$ cat config.mk
export PLATFORM = sky130hd
export DESIGN_NAME = instr_fetch_unit
export DESIGN_NICKNAME = d
export VERILOG_FILES = /design/src/rtl/instr_fetch_unit.sv
export SDC_FILE = /design/constraint.sdc
export NUM_CORES = 1
export LEC_CHECK = 0
export CAP_MARGIN = 25
export CELL_PAD_IN_SITES_DETAIL_PLACEMENT = 1
export CELL_PAD_IN_SITES_GLOBAL_PLACEMENT = 1
export CORE_MARGIN = 3
export CORE_UTILIZATION = 34
export DETAILED_ROUTE_END_ITERATION = 6
export PLACE_DENSITY = 0.82
export SLEW_MARGIN = 5
export SYNTH_ARGS = -nofsm -noshare
export SYNTH_HDL_FRONTEND = slang
export SYNTH_SLANG_ARGS = --single-unit
$ cat constraint.sdc
create_clock -name clk -period 4.74 [get_ports clk]
set_clock_uncertainty 0.15 [all_clocks]
set_input_delay 1.422 -clock clk [delete_from_list [all_inputs] [get_ports clk]]
set_output_delay 1.422 -clock clk [all_outputs]
set_load 0.02 [all_outputs]
$ cat src/rtl/instr_fetch_unit.sv
// Instruction fetch front end: owns the PC, fetches over a req/ack handshake
// and holds each instruction until the downstream stage signals completion.
//
// state | meaning
// BOOT  | post-reset idle cycle, no request issued
// FETCH | imem_req high at pc, waiting for imem_ack
// HOLD  | instruction latched, waiting for next_en
module instr_fetch_unit #(
  parameter logic [31:0] RESET_PC = 32'h0000_3000,
  parameter int          CNT_W    = 32
) (
  input  logic             clk,
  input  logic             rst,
  output logic             imem_req,
  output logic [31:0]      imem_addr,
  input  logic             imem_ack,
  input  logic [31:0]      imem_rdata,
  output logic [31:0]      instr,
  output logic [5:0]       opcode,
  output logic [5:0]       funct,
  output logic             instr_valid,
  output logic [31:0]      pc,
  output logic [31:0]      pc_plus4,
  input  logic             next_en,
  input  logic             jump,
  input  logic [1:0]       Branch,
  input  logic             Zero,
  output logic [CNT_W-1:0] fetch_cnt
);

  typedef enum logic [1:0] {
    BOOT  = 2'd0,
    FETCH = 2'd1,
    HOLD  = 2'd2
  } state_t;

  state_t      state_q, state_d;
  logic [31:0] npc;
  logic [31:0] br_off;
  logic        br_taken;
  logic        take_ack;
  logic        take_next;

  always_ff @(posedge clk or posedge rst) begin
    if (rst) state_q <= BOOT;
    else     state_q <= state_d;
  end

  always_comb begin
    state_d   = state_q;
    imem_req  = 1'b0;
    take_ack  = 1'b0;
    take_next = 1'b0;
    case (state_q)
      BOOT: state_d = FETCH;
      FETCH: begin
        imem_req = 1'b1;
        if (imem_ack) begin
          take_ack = 1'b1;
          state_d  = HOLD;
        end
      end
      HOLD: begin
        if (next_en) begin
          take_next = 1'b1;
          state_d   = FETCH;
        end
      end
      default: state_d = BOOT;
    endcase
  end

  assign pc_plus4  = pc + 32'd4;
  assign imem_addr = pc;
  assign opcode    = instr[31:26];
  assign funct     = instr[5:0];
  assign br_off    = {{14{instr[15]}}, instr[15:0], 2'b00};
  // Branch=11 is deliberately treated as "no branch"
  assign br_taken  = ((Branch == 2'b01) && Zero) || ((Branch == 2'b10) && !Zero);

  always_comb begin
    if (jump)          npc = {pc_plus4[31:28], instr[25:0], 2'b00};
    else if (br_taken) npc = pc_plus4 + br_off;
    else               npc = pc_plus4;
  end

  always_ff @(posedge clk or posedge rst) begin
    if (rst) begin
      pc          <= {RESET_PC[31:2], 2'b00};
      instr       <= 32'd0;
      instr_valid <= 1'b0;
      fetch_cnt   <= '0;
    end else if (take_ack) begin
      instr       <= imem_rdata;
      instr_valid <= 1'b1;
      fetch_cnt   <= fetch_cnt + {{(CNT_W-1){1'b0}}, 1'b1};
    end else if (take_next) begin
      pc          <= {npc[31:2], 2'b00};
      instr_valid <= 1'b0;
    end
  end

endmodule

==> flow_summary.yaml <==
place:
  routabilityCongestion: 0.883
  dp_hpwl_mm: 18.7
  io_buffers: 207
clocking:
  insertion_delay_ps: 360
  postCtsSetupRepairBufs: 0
  cts_sinks: 97
  h-tree-depth: 3
  path_clk_slew_ps: 70
  clk_path_buf_depth: 2
  cts_root_buf: "clkbuf_16"
  cts_tree: "done"
  numCtsBuffers: 9
final_layout:
  layout.cells.most_common: "clkdlybuf4s50_1"
  layout_common_cells: "205 x clkdlybuf4s50_1, 172 x nand2_1, 95 x dfrtp_1"
  nNetsFinal: 1051
  antenna_cells: 0
  num-fill-cells: 2240
  syn2layout_area_growth_pct: 35.7
  drive_above_1_share_pct: 5.01
global_route:
  first_global_vias: 6947
  antenna_found_initial: 1
  grt_overflow_total: 0
  grt_pass1_wl_mm: 39.0
  grt_max_degree: 60
  track_usage_pct: 22.6
yosys:
  synth_xor_area_share_pct: 10.4
  synth_edf_count: 0
  synth_ff_type: "dfrtp_1"
  synth_top_family_by_area: "simple AND/OR/NAND/NOR gates"
  yosys_register_bits: 97
  synthesis.area_mm2: 0.00674
  avgSynthCellArea_um2: 8.33
  ys_types: 58
  synthArstFlopShare_pct: 100
  synth_compound_area_share_pct: 16.0
  synthTopCellsByArea: "dfrtp_1 35%, nand2_1 9.6%, xnor2_1 8.1%"
  ys_seq_area_share_pct: 36.1
  synthMuxAreaShare_pct: 1.06
  yosysWarningCount: 0
  synth_top_cell_area_share_pct: 35.3
  syn-instance-count: 809
  synthSimpleGateAreaFrac_pct: 21.6
  synthAdderAreaFrac_pct: 7.17
  synth_top_area_cell: "dfrtp_1"
worst_hold_path:
  min_path_type: "reg -> reg"
  worstHoldStart: "fetch_cnt[31]$_DFFE_PP0P_"
  whs_path_depth: 1
  hold_end: "fetch_cnt[31]$_DFFE_PP0P_"
floorplan:
  die-area_mm2: 0.0215
  die_height_um: 147
  fp.dieW_um: 147
  rows: 50
  ioPinCount: 214
  coreArea_mm2: 0.0191
  start_util_pct: 35.3
critical_path:
  worst_r2r_endpoint: "imem_addr[31]$_DFFE_PP0P_"
  path_class: "reg -> out"
  path_max_fanout: 7
  r2r_start: "imem_addr[2]$_DFFE_PP0P_"
  r2r_slack_ps: 460
  crit_start: "imem_addr[12]$_DFFE_PP1P_"
  crit_arrival_ps: 2990
  cp-start-kind: "register"
  crit_path_end_kind: "primary output"
  r2r_cells: 17
  crit_required_ps: 3170
status:
  status: "completed"
detailed_routing:
  wl_per_cell_um: 19.6
  drc_errors: 0
  vias: 6577
  drt_pre_antenna_iters: 5
  vias_per_cell: 5.31
  wl_mm: 24.2
  drtIter0Drc: 378
  ant_nets: 0
timing:
  slew_headroom_pct: 33.4
  drv_slew: 0
  tns_ps: 0
  fmax_ghz: 0.219
  finalSetupViolCount: 0
  rsz0062_at_grt: "no"
  final_hold_viol_count: 0
  timing.final.crit_share_pct: 96.3
  fin_crit_ps: 4560
  worst_slew_pin_slew_ps: 999
flow_run:
  maxCapViolCount: 0
pwr:
  leakage_nw: 3.93
  p_total_w: 0.00668
  power_density_mw_per_mm2: 731
  irDropWorstVdd_uv: 235
[final cells by class]
class	instances	area, um2	share of cell area [%]
Inverter	14	55.1	0.602
Multi-Input combinational cell	627	3840	42.0
Tap cell	260	325	3.56
Sequential cell	97	2430	26.6
Clock buffer	10	229	2.50
Clock inverter	6	57.6	0.630
Timing Repair Buffer	224	2200	24.1
[cells by family after synthesis]
logic type | count (synthesis)
XOR/XNOR | 80
adder cells (fa/ha/maj) | 38
AND/OR/NAND/NOR | 322
multiplexers | 7
flip-flops | 97
buffers and inverters | 90
AO/OA/AOI/OAI | 174
other | 1
[worst max path at each step]
stage	endpoint	slack (ps)
3_5_place_dp	pc_plus4[29]	420
5_1_grt	pc_plus4[29]	40
6_report	pc_plus4[29]	180
3_3_place_gp	pc_plus4[29]	530
2_1_floorplan	imem_addr[30]$_DFFE_PP0P_	610
4_1_cts	pc_plus4[29]	10
[critical path: stages (launching register included)]
cell and delay [ps]:
dfstp_2 580, and4_1 260, and3_2 290, nand3_1 180, nor2_2 240, nand4_1 200, xnor2_1 250, clkdlybuf4s50_1 650
[cells in the mapped netlist, types with 4 or more instances]
master	number
nand2_1	172
or3_1	6
a311oi_1	4
a31oi_1	4
o21bai_1	5
and4_1	5
nor2_1	43
inv_1	13
nor4_1	5
a21boi_0	4
a21o_1	11
o21ai_0	54
o31ai_1	7
a21oi_1	50
nand2b_1	5
nand4_1	14
xnor2_1	62
xor2_1	18
nor3_1	12
and3_1	15
mux2i_1	6
and2_1	8
o21a_1	4
dfrtp_1	95
clkbuf_1	26
o211ai_1	5
buf_4	48
nand3_1	26
ha_1	37
[repair_timing]
item                                    in CTS  in global routing
hold endpoints to repair                     0                  0
endpoints found under the setup margin       0                  8
hold buffers                                 0                  0
gates resized for setup                      0                  6
[through the flow]
step	setup WS [ps]	std cells	instance area (um2)	hold slack [ps]	util, %
global route	37.6	1238	9140	362	47.9
finish	175	1238	9140	332	47.9
floorplan	614	814	6760	326	-
CTS	11.1	1238	9120	331	47.8
global placement	527	1222	8830	312	46.3
detailed placement	415	1222	8830	316	46.3
[sequential cells by signal (all words and copies together) (netlist names)]
| register | cells |
|---|---|
| state_q | 2 |
| instr_valid | 1 |
| fetch_cnt | 32 |
| instr | 32 |
| imem_addr | 30 |
[metal layers]
layer | up-vias | share of wire, % | global-route usage, %
met5 | - | 0.054 | 0
met4 | 2 | 1.9 | 6.77
met3 | 32 | 7.1 | 6.35
met2 | 225 | 48 | 37.5
met1 | 3239 | 43 | 28.7
li1 | 3079 | - | -
[power breakdown]
group / switching [W] / internal, W / leakage, nW
logic: 0.00250 / 0.00191 / 2.57
registers: 0.000434 / 0.00111 / 1.22
clock network: 0.000364 / 0.000370 / 0.135
Note: power is estimated with default switching activity, not from simulation.
